[src/rtl/nibbler_core_p.sv]
// nibbler_core_p: parametrised two-phase (fetch / execute) accumulator core.
// Program ROM and data RAM are external with combinational reads.
// Optional breakpoint / single-step support is compiled in when the macro
// NIBBLER_BRK_EN is defined (adds BRK_ADDR, BRK_ARM, STEP and HALTED).
module nibbler_core_p #(
  parameter int DATA_W = 4,
  parameter int ADDR_W = 12,
  parameter int N_IN   = 2,
  parameter int N_OUT  = 2
) (
  input  logic                      clk,
  input  logic                      reset,
  input  logic [N_IN*DATA_W-1:0]    PUSHBUTTONS,
  input  logic [ADDR_W+3:0]         PROGRAM_BYTE,
  output logic [ADDR_W-1:0]         PC,
  output logic [ADDR_W-1:0]         ADDRESS_RAM,
  input  logic [DATA_W-1:0]         DATA_BUS,
  output logic [DATA_W-1:0]         RAM_WDATA,
  output logic                      RAM_WE,
  output logic [N_OUT*DATA_W-1:0]   FF_OUT,
  output logic [DATA_W-1:0]         ACCU,
  output logic                      C_FLAG,
  output logic                      Z_FLAG,
  output logic                      PHASE,
  output logic [3:0]                INSTR,
  output logic [ADDR_W-1:0]         OPERAND
`ifdef NIBBLER_BRK_EN
  ,
  input  logic [ADDR_W-1:0]         BRK_ADDR,
  input  logic                      BRK_ARM,
  input  logic                      STEP,
  output logic                      HALTED
`endif
);

  // Opcode map
  localparam logic [3:0] OP_JC   = 4'h0;
  localparam logic [3:0] OP_JNC  = 4'h1;
  localparam logic [3:0] OP_CMPI = 4'h2;
  localparam logic [3:0] OP_CMPM = 4'h3;
  localparam logic [3:0] OP_LIT  = 4'h4;
  localparam logic [3:0] OP_IN   = 4'h5;
  localparam logic [3:0] OP_LD   = 4'h6;
  localparam logic [3:0] OP_ST   = 4'h7;
  localparam logic [3:0] OP_JZ   = 4'h8;
  localparam logic [3:0] OP_JNZ  = 4'h9;
  localparam logic [3:0] OP_ADDI = 4'hA;
  localparam logic [3:0] OP_ADDM = 4'hB;
  localparam logic [3:0] OP_JMP  = 4'hC;
  localparam logic [3:0] OP_OUT  = 4'hD;
  localparam logic [3:0] OP_NORI = 4'hE;
  localparam logic [3:0] OP_NORM = 4'hF;

  // Port-select widths; a single port still needs a 1-bit selector
  localparam int IN_SEL_W  = (N_IN  > 1) ? $clog2(N_IN)  : 1;
  localparam int OUT_SEL_W = (N_OUT > 1) ? $clog2(N_OUT) : 1;

`ifdef NIBBLER_BRK_EN
  typedef enum logic [1:0] {
    S_FETCH = 2'd0,
    S_EXEC  = 2'd1,
    S_HALT  = 2'd2
  } state_e;
`else
  typedef enum logic {
    S_FETCH = 1'b0,
    S_EXEC  = 1'b1
  } state_e;
`endif

  state_e                     state_q, state_d;
  logic [ADDR_W-1:0]          pc_q, pc_d;
  logic [3:0]                 instr_q, instr_d;
  logic [ADDR_W-1:0]          operand_q, operand_d;
  logic [DATA_W-1:0]          accu_q, accu_d;
  logic                       c_q, c_d;
  logic                       z_q, z_d;
  logic [N_OUT*DATA_W-1:0]    ff_out_q, ff_out_d;

  logic [ADDR_W-1:0]          pc_inc_s;
  logic                       fetch_go_s;
  logic [DATA_W-1:0]          imm_s;
  logic [DATA_W-1:0]          alu_x_s;
  logic [DATA_W:0]            sum_s;
  logic [DATA_W-1:0]          nor_s;
  logic [DATA_W-1:0]          in_data_s;
  logic [IN_SEL_W-1:0]        in_sel_s;
  logic [OUT_SEL_W-1:0]       out_sel_s;

  assign pc_inc_s  = pc_q + ADDR_W'(1);
  assign imm_s     = operand_q[DATA_W-1:0];
  // Port numbers are the operand modulo the (power-of-two) port count
  assign in_sel_s  = IN_SEL_W'(operand_q & ADDR_W'(N_IN - 1));
  assign out_sel_s = OUT_SEL_W'(operand_q & ADDR_W'(N_OUT - 1));

  // ALU operand: odd opcodes of the CMP/ADD/NOR pairs take RAM data, even ones the immediate
  always_comb begin
    if (instr_q[0]) begin
      alu_x_s = DATA_BUS;
    end else begin
      alu_x_s = imm_s;
    end
  end

  assign sum_s = {1'b0, accu_q} + {1'b0, alu_x_s};
  assign nor_s = ~(accu_q | alu_x_s);

  // Input-port multiplexer
  always_comb begin
    in_data_s = {DATA_W{1'b0}};
    for (int k = 0; k < N_IN; k++) begin
      if (in_sel_s == IN_SEL_W'(k)) begin
        in_data_s = PUSHBUTTONS[k*DATA_W +: DATA_W];
      end else begin
        in_data_s = in_data_s;
      end
    end
  end

  // Decide whether an instruction fetch is allowed this cycle
  always_comb begin
    fetch_go_s = 1'b0;
    case (state_q)
      S_FETCH: begin
`ifdef NIBBLER_BRK_EN
        if (BRK_ARM && (pc_q == BRK_ADDR)) begin
          fetch_go_s = 1'b0;
        end else begin
          fetch_go_s = 1'b1;
        end
`else
        fetch_go_s = 1'b1;
`endif
      end
`ifdef NIBBLER_BRK_EN
      S_HALT: begin
        if (STEP) begin
          fetch_go_s = 1'b1;
        end else begin
          fetch_go_s = 1'b0;
        end
      end
`endif
      default: fetch_go_s = 1'b0;
    endcase
  end

  // Next-state logic: fetch latches the instruction, execute applies it
  always_comb begin
    state_d   = state_q;
    pc_d      = pc_q;
    instr_d   = instr_q;
    operand_d = operand_q;
    accu_d    = accu_q;
    c_d       = c_q;
    z_d       = z_q;
    ff_out_d  = ff_out_q;
    case (state_q)
      S_EXEC: begin
        state_d = S_FETCH;
        case (instr_q)
          OP_JC: begin
            if (c_q) begin
              pc_d = operand_q;
            end else begin
              pc_d = pc_q;
            end
          end
          OP_JNC: begin
            if (!c_q) begin
              pc_d = operand_q;
            end else begin
              pc_d = pc_q;
            end
          end
          OP_JZ: begin
            if (z_q) begin
              pc_d = operand_q;
            end else begin
              pc_d = pc_q;
            end
          end
          OP_JNZ: begin
            if (!z_q) begin
              pc_d = operand_q;
            end else begin
              pc_d = pc_q;
            end
          end
          OP_JMP: pc_d = operand_q;
          OP_CMPI, OP_CMPM: begin
            c_d = (accu_q >= alu_x_s);
            z_d = (accu_q == alu_x_s);
          end
          OP_LIT: accu_d = imm_s;
          OP_IN:  accu_d = in_data_s;
          OP_LD:  accu_d = DATA_BUS;
          OP_ST:  accu_d = accu_q;
          OP_ADDI, OP_ADDM: begin
            accu_d = sum_s[DATA_W-1:0];
            c_d    = sum_s[DATA_W];
            z_d    = (sum_s[DATA_W-1:0] == {DATA_W{1'b0}});
          end
          OP_OUT: begin
            for (int k = 0; k < N_OUT; k++) begin
              if (out_sel_s == OUT_SEL_W'(k)) begin
                ff_out_d[k*DATA_W +: DATA_W] = accu_q;
              end else begin
                ff_out_d[k*DATA_W +: DATA_W] = ff_out_q[k*DATA_W +: DATA_W];
              end
            end
          end
          OP_NORI, OP_NORM: begin
            accu_d = nor_s;
            z_d    = (nor_s == {DATA_W{1'b0}});
          end
          default: accu_d = accu_q;
        endcase
      end
      default: begin
        if (fetch_go_s) begin
          state_d   = S_EXEC;
          instr_d   = PROGRAM_BYTE[ADDR_W+3:ADDR_W];
          operand_d = PROGRAM_BYTE[ADDR_W-1:0];
          pc_d      = pc_inc_s;
        end else begin
`ifdef NIBBLER_BRK_EN
          state_d = S_HALT;
`else
          state_d = S_FETCH;
`endif
        end
      end
    endcase
  end

  // Architectural state registers; reset aborts any instruction in flight
  always_ff @(posedge clk or negedge reset) begin
    if (!reset) begin
      state_q   <= S_FETCH;
      pc_q      <= {ADDR_W{1'b0}};
      instr_q   <= 4'h0;
      operand_q <= {ADDR_W{1'b0}};
      accu_q    <= {DATA_W{1'b0}};
      c_q       <= 1'b0;
      z_q       <= 1'b0;
      ff_out_q  <= {(N_OUT*DATA_W){1'b0}};
    end else begin
      state_q   <= state_d;
      pc_q      <= pc_d;
      instr_q   <= instr_d;
      operand_q <= operand_d;
      accu_q    <= accu_d;
      c_q       <= c_d;
      z_q       <= z_d;
      ff_out_q  <= ff_out_d;
    end
  end

  assign PC          = pc_q;
  assign ADDRESS_RAM = operand_q;
  assign RAM_WDATA   = accu_q;
  // Write strobe exists only while a store is executing
  assign RAM_WE      = (state_q == S_EXEC) && (instr_q == OP_ST);
  assign FF_OUT      = ff_out_q;
  assign ACCU        = accu_q;
  assign C_FLAG      = c_q;
  assign Z_FLAG      = z_q;
  assign PHASE       = (state_q == S_EXEC);
  assign INSTR       = instr_q;
  assign OPERAND     = operand_q;
`ifdef NIBBLER_BRK_EN
  assign HALTED      = (state_q == S_HALT);
`endif

endmodule

[config.mk]
export PLATFORM = sky130hd
export DESIGN_NAME = nibbler_core_p
export DESIGN_NICKNAME = d
export VERILOG_FILES = /design/src/rtl/nibbler_core_p.sv
export SDC_FILE = /design/constraint.sdc
export NUM_CORES = 1
export LEC_CHECK = 0
export ABC_AREA = 0
export CAP_MARGIN = 20
export CORE_UTILIZATION = 45
export CTS_CLUSTER_DIAMETER = 200
export CTS_CLUSTER_SIZE = 10
export DETAILED_ROUTE_END_ITERATION = 8
export PLACE_DENSITY = 0.85
export RECOVER_POWER = 25
export SYNTH_ARGS = -nofsm -noshare
export SYNTH_HDL_FRONTEND = slang
export SYNTH_SLANG_ARGS = --single-unit
[constraint.sdc]
create_clock -name clk -period 2.9 [get_ports clk]
set_input_delay 0.725 -clock clk [delete_from_list [all_inputs] [get_ports clk]]
set_output_delay 0.725 -clock clk [all_outputs]
set_load 0.03 [all_outputs]
=== After elaboration in Yosys (flattened, before gate mapping) ===
Cells that the tools add are included.

* Add/sub/neg operators: 2
* Magnitude comparators: 1
* Equal/unequal tests: 21
* Muxes and demuxes: 12
* Bitwise logic cells: 3
* Reductions and logical operators: 16

{| class="wikitable"
|+ Operators with widths
! operator !! number
|-
| 12-bit 2-to-1 mux || 5
|-
| 12-bit case mux with 5 select lines || 1
|-
| 4-bit equality test, second input constant || 8
|-
| 4-bit case mux with 5 select lines || 1
|-
| 4-bit by 3-bit equality test with 1-bit output, second input constant || 4
|-
| 12-bit by 1-bit adder with 12-bit output, second input constant || 1
|-
| 4-bit logical NOT || 3
|-
| 3-bit inequality test, second input constant || 4
|-
| 4-bit by 2-bit equality test with 1-bit output, second input constant || 2
|-
| 4-bit 2-to-1 mux || 2
|-
| 6-bit by 1-bit inequality test with 1-bit output, second input constant || 1
|-
| 2-bit AND reduction || 3
|-
| 3-bit AND reduction || 2
|-
| 2-bit OR reduction || 3
|-
| 4-bit by 4-bit adder with 5-bit output || 1
|-
| 5-bit AND reduction || 1
|-
| 5-bit nonzero test || 1
|-
| 4-bit by 1-bit equality test with 1-bit output, second input constant || 1
|-
| 4-bit equality test || 1
|-
| 4-bit >= comparator || 1
|-
| 4-bit inverter || 1
|-
| 4-bit bitwise OR || 1
|-
| 1-bit case mux with 3 select lines || 1
|-
| 3-bit nonzero test || 1
|-
| 5 further kinds || 5
|}

* Bits in registers: 43
* Output and inout port bits: 60

=== Depth between registers and ports, before layout ===
Gate-level depths: netlist of run 1.

* Depth after elaboration: 5
* Depth in mapped cells: 11
* Depth with buffers taken out: 9

=== Least setup slack after synthesis of run 1 ===
No wires, ideal clock.

* Path type: register -> register
* Start: register instr_q[0], in the netlist INSTR[0]
* End: register accu_q[1], in the netlist ACCU[1]
* Setup time: 0.095 ns
* Data arrival time: 2.503 ns
* Data required time: 2.805 ns
* Path slack: 0.301 ns
* Stages on the path, launching flop included: 12
* Cells stage by stage: dfrtp_1 -> clkbuf_1 -> buf_2 -> mux2i_1 -> inv_1 -> ha_1 -> inv_1 -> fa_1 -> o21ai_0 -> a22o_1 -> a22oi_1 -> o31ai_1

* Longest elaborated chain between the ends: 4

{| class="wikitable"
|+ Ends and longest elaborated chain
! what !! RTL line !! source
|-
| start, declared || 73 || <nowiki>logic [3:0] instr_q, instr_d;</nowiki>
|-
| start signal, assigned || 251 || <nowiki>instr_q <= instr_d;</nowiki>
|-
| branches (longest 4 deep; another with 4-bit by 4-bit adder with 5-bit output) || -- ||
|-
| end signal, assigned || 244 || <nowiki>accu_q <= {DATA_W{1'b0}};</nowiki>
|-
| end signal, assigned || 253 || <nowiki>accu_q <= accu_d;</nowiki>
|-
| end, declared || 75 || <nowiki>logic [DATA_W-1:0] accu_q, accu_d;</nowiki>
|}

Several ways; the timed one is not identified.
A chain may end at the register's enable or synchronous reset.

=== Final worst setup path of run 1 ===
* Start: input DATA_BUS[0]
* End: register accu_q[1], in the netlist ACCU[1]

* Longest elaborated chain between the ends: 3

{| class="wikitable"
|+ Ends and longest elaborated chain
! what !! RTL line !! source
|-
| start, declared || 17 || <nowiki>input logic [DATA_W-1:0] DATA_BUS,</nowiki>
|-
| 4-bit 2-to-1 mux || 98 || <nowiki>if (instr_q[0]) begin</nowiki>
|-
| 4-bit by 4-bit adder with 5-bit output || 105 || <nowiki>assign sum_s = {1'b0, accu_q} + {1'b0, alu_x_s};</nowiki>
|-
| 4-bit case mux with 5 select lines || 161 || <nowiki>case (instr_q)</nowiki>
|}

No other way between the ends.

==> metrics.log, run 1 <==
[metrics] internal power summed over all cells: 1547 uW
[metrics] Final Non-Filler Cells: 417
[metrics] Critical-path top delay cell: clkdlybuf4s50_1
[metrics] area grow syn2layout: 35.76%
[metrics] port buffer count: 89
[metrics] total global routing track utilization: 23.87%
[metrics] H-tree Lvls: 2
[metrics] worst path setup slack after routing: 0.3335 ns
[metrics] Die Footprint: 6348 um^2
[metrics] area used by multi-input combinational logic: 1399 um^2
[metrics] Period Utilization, post-route: 88.50%
[metrics] number of I/O pins: 90
[metrics] portion of total power attributed to the clock network: 22.2%
[metrics] total power: 2516 uW
[metrics] sequential share of the synthesized area: 39.63%
[metrics] post-route clock skew: 0.009197 ns
[metrics] standby leakage power: 0.001585 uW
[metrics] number of iterations in the first detailed-routing pass: 4
[metrics] Required @ worst endpoint: 3.12 ns
[metrics] grt total ovfl: 0
[metrics] predominant post-synthesis flop cell: dfrtp_1
[metrics] count of routing violations after the opening detailed-route iteration: 267
[metrics] cells resized by post-CTS repair: 0
[metrics] net switching power figure: 969.2 uW
[metrics] standard cell core area: 5675 um^2
[metrics] total area of sequential cells: 1076 um^2
[metrics] final standard cell utilization of the core: 64.95%
[metrics] final-report setup violation count: 0
[metrics] worst ir drop on vdd: 0.0004737 V
[metrics] worst max-slew margin expressed relative to the limit: 8.047%
[metrics] hold buffer count at CTS: 0
[metrics] unrepaired setup endpoints after global routing: no
[metrics] final routed wire length divided by cell count: 16.76 um
[metrics] first-pass GRT wire length: 11420 um
[metrics] Clock transition at path regs: 0.09 ns
[metrics] crit path kind: input port to flip-flop
[metrics] Max-cap violations: 0
[metrics] initial core utilization: 47.84%
[metrics] min cycle time layout: 2.566 ns
[metrics] DRC violations left: 0
[metrics] Switching Fraction: 38.52%
[metrics] slew at the pin closest to its max-slew limit: 1.379 ns
[metrics] most common cell in the netlist: dfrtp_1
[metrics] Diodes inserted: 0
[metrics] number of placed instances, taps included: 409
[metrics] critical-path maximum fanout: 2
[metrics] Synth area leaders: dfrtp_1 (40%), mux2_2 (7.9%), ha_1 (6.5%)
[metrics] area share of the leading cell type in the synthesized netlist: 39.63%
[metrics] CTS tree: built
[metrics] Slowest Stage Delay on Critical Path: 0.43 ns
[metrics] CTS max path bufs: 2
[metrics] number of hold violations in the final report: 0
[metrics] run status: complete, no violations
[metrics] number of synthesis warnings: 0
[metrics] vias in the first global route: 2256
[metrics] Critical Path, Cell by Cell: clkdlybuf4s50_1 > mux2i_1 > inv_1 > ha_1 > inv_1 > fa_1 > o21ai_0 > a22o_1 > a22oi_1 > o31ai_1
[metrics] fraction of synthesis flops using an asynchronous set or reset pin: 100.0%
[metrics] placer's final routability congestion estimate: 0.9102
[metrics] Max Slew Vio Count: 0
[metrics] post-CTS setup-driven buffer insertion count: 0
[metrics] CP Capture Type: flip-flop
[metrics] Die Height: 79.68 um
[metrics] via count: 2374
[metrics] Cell Rows: 27
[metrics] clock latency of the later-clocked register in the worst-skew pair: 0.30 ns
[metrics] ratio of cells with drive above 1 in the final layout: 13.33%
[metrics] Setup crit start kind: input port
[metrics] cell accounting for the most synthesized area: dfrtp_1
[metrics] pre-CTS worst setup slack: 0.03982 ns
[metrics] hpwl dp: 5193 um
[metrics] total length of routed wires: 6988 um
[metrics] Syn Std Cell Area: 2715 um^2
[metrics] Sum Neg Setup Slack: 0 ns
[metrics] most frequent cell on the critical path: inv_1
[metrics] Clk Tree Root Cell: clkbuf_8
[metrics] number of flops mapped to enable cells by yosys: 0
[metrics] Routed Antenna Nets: 0
[metrics] Synth Register Bits: 43
[metrics] clk sink count: 43
[metrics] worst hold path type: flip-flop to flip-flop
[metrics] CTS buffer count: 5
[metrics] power density over the cells: 682.5 nW/um^2
[metrics] Avg Vias per Cell: 5.693
[metrics] combinational power share: 42.2%
[metrics] mean post-synth cell area: 10.06 um^2
[metrics] FMAX: 389.6 MHz
[metrics] sequential share of power: 35.6%
[metrics] endpoint arrival time on the critical path: 2.78 ns
[metrics] Cell variety after synth: 52
[metrics] number of antenna violations at the first check in global routing: 0
[metrics] maximum number of pins on one net before global-route repair: 46
[metrics] FILL cells: 456
[metrics] most common library cells after synthesis: dfrtp_1 (43), mux2_2 (19), nand2_1 (18)
[metrics] die width: 79.68 um
[metrics] synthesized instance count: 270
[metrics] final net count: 389
[metrics] Post-Syn Nets: 315
## cell usage in the layout (no fill, tap or decap), drive strengths merged, types with 3 or more instances in the layout
cell and n:
nand3 9, o21a 4, o31ai 3, nand2 18, o21ai 14, o221a 6, clkdlybuf4s50 86, xor2 3
a21oi 15, a21boi 3, nor3 7, buf 8, dfrtp 43, nor2b 3, and3 4, a22o 3
mux2i 14, clkbuf 8, mux2 19, nor4 3, nor2 14, inv 15, ha 14
## metal layers
metal	track usage, %	vias up	part of all wire (%)
met4	8.909	0	1.5
met1	32.44	1173	44
met3	4.114	9	5.9
met5	0	-	0
li1	-	1102	-
met2	37.86	90	49
## logic make-up after synthesis
logic type | synth area share (%)
AO/OA/AOI/OAI | 18.30
buffers and inverters | 8.848
XOR/XNOR | 0.9679
adder cells (fa/ha/maj) | 7.189
AND/OR/NAND/NOR | 12.03
flip-flops | 39.63
multiplexers | 13.04
## power groups by stage
stage | logic, uW | registers, uW | clock network, uW
after global placement | 1040 | 895 | 0
after floorplan | 399 | 1120 | 0
after CTS | 1070 | 892 | 566
final | 1060 | 895 | 559
after detailed placement | 1070 | 902 | 0
after global routing | 1140 | 919 | 597
## registers in the layout (all words and copies together) (netlist names)
signal / flops
ADDRESS_RAM: 12
PC: 12
FF_OUT: 8
ACCU: 4
INSTR: 4
C_FLAG: 1
PHASE: 1
Z_FLAG: 1
## stage by stage
stage | area [um^2] | hold slack [ns]
2_1_floorplan | 2715 | 0.4294
3_3_place_gp | 3558 | 0.4651
3_5_place_dp | 3558 | 0.4730
4_1_cts | 3691 | 0.4267
5_1_grt | 3686 | 0.5111
6_report | 3686 | 0.4862
## critical path: cells and delay by family
kind                       cells  cell delay (ns)
adders and majority gates      2             0.64
buffers and inverters          3             0.59
AOI/OAI and AO/OA              4             0.62
muxes                          1             0.21
## final timing paths
kind	end	startpoint	cells past startpoint	slack [ns]
worst min-delay path	FF_OUT[6]$_DFFE_PN0P_	FF_OUT[6]$_DFFE_PN0P_	2	0.49
worst max register to register	Z_FLAG$_DFFE_PN0P_	INSTR[0]$_DFFE_PN0N_	8	0.64
max in group asynchronous	ADDRESS_RAM[1]$_DFFE_PN0N_	reset	2	0.64
min in group asynchronous	FF_OUT[5]$_DFFE_PN0P_	reset	1	0.72
worst max-delay path	ACCU[1]$_DFFE_PN0P_	DATA_BUS[0]	10	0.33
worst min register to register	FF_OUT[6]$_DFFE_PN0P_	FF_OUT[6]$_DFFE_PN0P_	2	0.49
## layout make-up
cell class                 count  share of cell area (%)
timing repair buffer          96                   25.19
clock inverter                 2                   1.629
sequential                    43                   29.19
tap                           72                   2.444
clock buffer                   6                   1.969
multi-input combinational    182                   37.95
inverter                      16                   1.629
(Power assumes the default switching activity.)
==> run 2, diff against run 1 <==
--- a/config.mk
+++ b/config.mk
@@ -7,9 +7,10 @@
 export LEC_CHECK = 0
 export ABC_AREA = 0
 export CAP_MARGIN = 20
+export CORE_ASPECT_RATIO = 1.25
 export CORE_UTILIZATION = 45
 export CTS_CLUSTER_DIAMETER = 200
-export CTS_CLUSTER_SIZE = 10
+export CTS_CLUSTER_SIZE = 12
 export DETAILED_ROUTE_END_ITERATION = 8
 export PLACE_DENSITY = 0.85
 export RECOVER_POWER = 25
==> run 2 against run 1 <==
The run now ends with capacitance limit, slew limit left. Hold slack got worse by 0.0036 ns. Sequential cell count unchanged. Non-clock buffer count unchanged. Sequential power decreased by 1%. Wire length decreased by 1.9%. Highest routed layer unchanged.
==> metrics.log, run 2 (synthesized netlist as in run 1, its figures left out) <==
[metrics] most used cells in the layout excluding fill and tap cells: clkdlybuf4s50_1 (88), dfrtp_1 (42), mux2_2 (19) (was clkdlybuf4s50_1 (86), dfrtp_1 (43), mux2_2 (19))
[metrics] min cycle time layout: 2.611 ns (was 2.566 ns)
[metrics] initial core utilization: 46.67% (was 47.84%)
[metrics] Routed Antenna Nets: 0 (unchanged)
[metrics] hold buffer count at CTS: 0 (unchanged)
[metrics] FMAX: 383.0 MHz (was 389.6 MHz)
[metrics] hpwl dp: 5020 um (was 5193 um)
[metrics] DRC violations left: 0 (unchanged)
[metrics] maximum number of pins on one net before global-route repair: 46 (unchanged)
[metrics] violated checks: capacitance limit, slew limit
[metrics] number of iterations in the first detailed-routing pass: 4 (unchanged)
[metrics] sequential share of power: 36.3% (was 35.6%)
[metrics] number of placed instances, taps included: 403 (was 409)
[metrics] clock latency of the later-clocked register in the worst-skew pair: 0.30 ns (about the same)
[metrics] CTS tree: built (unchanged)
[metrics] Min-Delay Path Depth: 2 (unchanged)
[metrics] Sum Neg Setup Slack: 0 ns (unchanged)
[metrics] Die Height: 88.85 um (was 79.68 um)
[metrics] H-tree Lvls: 2 (unchanged)
[metrics] Max-cap violations: 1 (was 0)
[metrics] CP Capture Type: flip-flop (unchanged)
[metrics] number of hold violations in the final report: 0 (unchanged)
[metrics] cells resized by post-CTS repair: 0 (unchanged)
[metrics] ratio of cells with drive above 1 in the final layout: 13.33% (unchanged)
[metrics] Final Non-Filler Cells: 411 (was 417)
[metrics] slew at the pin closest to its max-slew limit: 1.714 ns (was 1.379 ns)
[metrics] die width: 71.48 um (was 79.68 um)
[metrics] Reg2Reg Launch Point: INSTR[0]$_DFFE_PN0N_ (unchanged)
[metrics] Setup crit start kind: input port (unchanged)
[metrics] post-route clock skew: 0.01435 ns (was 0.009197 ns)
[metrics] hold_ws: 0.4826 ns (was 0.4862 ns)
[metrics] count of routing violations after the opening detailed-route iteration: 195 (was 267)
[metrics] most common library cell in the layout ignoring fill and taps: clkdlybuf4s50_1 (unchanged)
[metrics] hold endpoint: FF_OUT[4]$_DFFE_PN0P_ (was FF_OUT[6]$_DFFE_PN0P_)
[metrics] Die Footprint: 6350 um^2 (was 6348 um^2)
[metrics] port buffer count: 89 (unchanged)
[metrics] Worst R2R Path Depth: 10 (was 8)
[metrics] worst max-slew margin expressed relative to the limit: -14.30% (was 8.047%)
[metrics] r2r endpoint: ACCU[1]$_DFFE_PN0P_ (was Z_FLAG$_DFFE_PN0P_)
[metrics] worst ir drop on vdd: 0.0005550 V (was 0.0004737 V)
[metrics] unrepaired setup endpoints after global routing: no (unchanged)
[metrics] combinational power share: 43.8% (was 42.2%)
[metrics] Diodes inserted: 0 (unchanged)
[metrics] placer's final routability congestion estimate: 0.8801 (was 0.9102)
[metrics] Clock transition at path regs: 0.07 ns (was 0.09 ns)
[metrics] grt total ovfl: 0 (unchanged)
[metrics] post-CTS setup-driven buffer insertion count: 0 (unchanged)
[metrics] Cell Rows: 31 (was 27)
[metrics] total global routing track utilization: 22.26% (was 23.87%)
[metrics] total length of routed wires: 6852 um (was 6988 um)
[metrics] via count: 2312 (was 2374)
[metrics] vias in the first global route: 2230 (was 2256)
[metrics] worst reg2reg setup slack: 0.47 ns (was 0.64 ns)
[metrics] CTS max path bufs: 2 (unchanged)
[metrics] power density over the cells: 664.0 nW/um^2 (was 682.5 nW/um^2)
[metrics] Period Utilization, post-route: 90.03% (was 88.50%)
[metrics] portion of total power attributed to the clock network: 19.9% (was 22.2%)
[metrics] Max Slew Vio Count: 33 (was 0)
[metrics] Required @ worst endpoint: 3.09 ns (was 3.12 ns)
[metrics] CTS buffer count: 5 (unchanged)
[metrics] Avg Vias per Cell: 5.625 (was 5.693)
[metrics] area grow syn2layout: 35.16% (was 35.76%)
[metrics] standby leakage power: 0.001579 uW (was 0.001585 uW)
[metrics] final-report setup violation count: 0 (unchanged)
[metrics] run status: finished, violations left (was complete, no violations)
[metrics] number of antenna violations at the first check in global routing: 0 (unchanged)
[metrics] critical-path maximum fanout: 2 (unchanged)
[metrics] Min-Delay Startpoint: FF_OUT[4]$_DFFE_PN0P_ (was FF_OUT[6]$_DFFE_PN0P_)
[metrics] crit path kind: input port to flip-flop (unchanged)
[metrics] Clk Tree Root Cell: clkbuf_8 (unchanged)
[metrics] internal power summed over all cells: 1482 uW (was 1547 uW)
[metrics] final routed wire length divided by cell count: 16.67 um (was 16.76 um)
[metrics] Switching Fraction: 39.19% (was 38.52%)
[metrics] clk sink count: 43 (unchanged)
[metrics] standard cell core area: 5818 um^2 (was 5675 um^2)
[metrics] final standard cell utilization of the core: 63.08% (was 64.95%)
[metrics] final net count: 389 (unchanged)
[metrics] first-pass GRT wire length: 10860 um (was 11420 um)
[metrics] endpoint arrival time on the critical path: 2.80 ns (was 2.78 ns)
[metrics] number of I/O pins: 90 (unchanged)
[metrics] net switching power figure: 954.9 uW (was 969.2 uW)
[metrics] worst hold path type: flip-flop to flip-flop (unchanged)
-- run 2: through the flow --
| stage | instance area, um^2 | worst slack (ns) | total power (uW) |
|---|---|---|---|
| 2_1_floorplan | 2715 | 0.3015 | 1522 |
| 3_3_place_gp | 3557 | 0.1137 | 1945 |
| 3_5_place_dp | 3557 | 0.02855 | 1959 |
| 4_1_cts | 3675 | 0.2885 | 2458 |
| 5_1_grt | 3670 | 0.1300 | 2572 |
| 6_report | 3670 | 0.2891 | 2437 |
-- run 2: power groups by stage --
stage	logic, uW	registers [uW]	clock network (uW)
finish	1070	886	484
global route	1140	907	524
floorplan	399	1120	0
global placement	1060	889	0
detailed placement	1070	892	0
CTS	1070	885	499
-- run 2: cell type report --
class / count / area (um^2)
well taps: 66 / 82.58
flip-flops and latches: 43 / 1077
clock inverters: 2 / 35.03
multi-input cells: 182 / 1399
clock buffers: 6 / 82.58
fillers: 486 / 2148
repair buffers: 96 / 933.4
inverters: 16 / 60.06
-- run 2: worst max-delay path by stage --
stage,endpoint,from,slack (ns)
after CTS,PHASE,PHASE$_DFF_PN0_,0.29
after detailed placement,ACCU[1]$_DFFE_PN0P_,DATA_BUS[0],0.03
after global routing,ACCU[1]$_DFFE_PN0P_,DATA_BUS[0],0.13
after global placement,ACCU[1]$_DFFE_PN0P_,DATA_BUS[0],0.11
after floorplan,ACCU[1]$_DFFE_PN0P_,INSTR[0]$_DFFE_PN0N_,0.30
final,ACCU[1]$_DFFE_PN0P_,DATA_BUS[0],0.29
-- run 2: worst max-delay path, stage by stage --
cell and delay, ns:
clkdlybuf4s50_1 0.43, mux2i_1 0.19, inv_1 0.08, ha_1 0.20
inv_1 0.07, fa_1 0.44, o21ai_0 0.19, a22o_1 0.15
a22oi_1 0.06, o31ai_1 0.26
-- run 2: layer usage --
metal / share of wire (%) / GRT usage, % / routed length, um
met1: 40 / 27.03 / 2766
met2: 52 / 39.22 / 3562
met3: 5.5 / 4.670 / 376
met4: 2.1 / 8.021 / 146
met5: 0 / 0 / 0
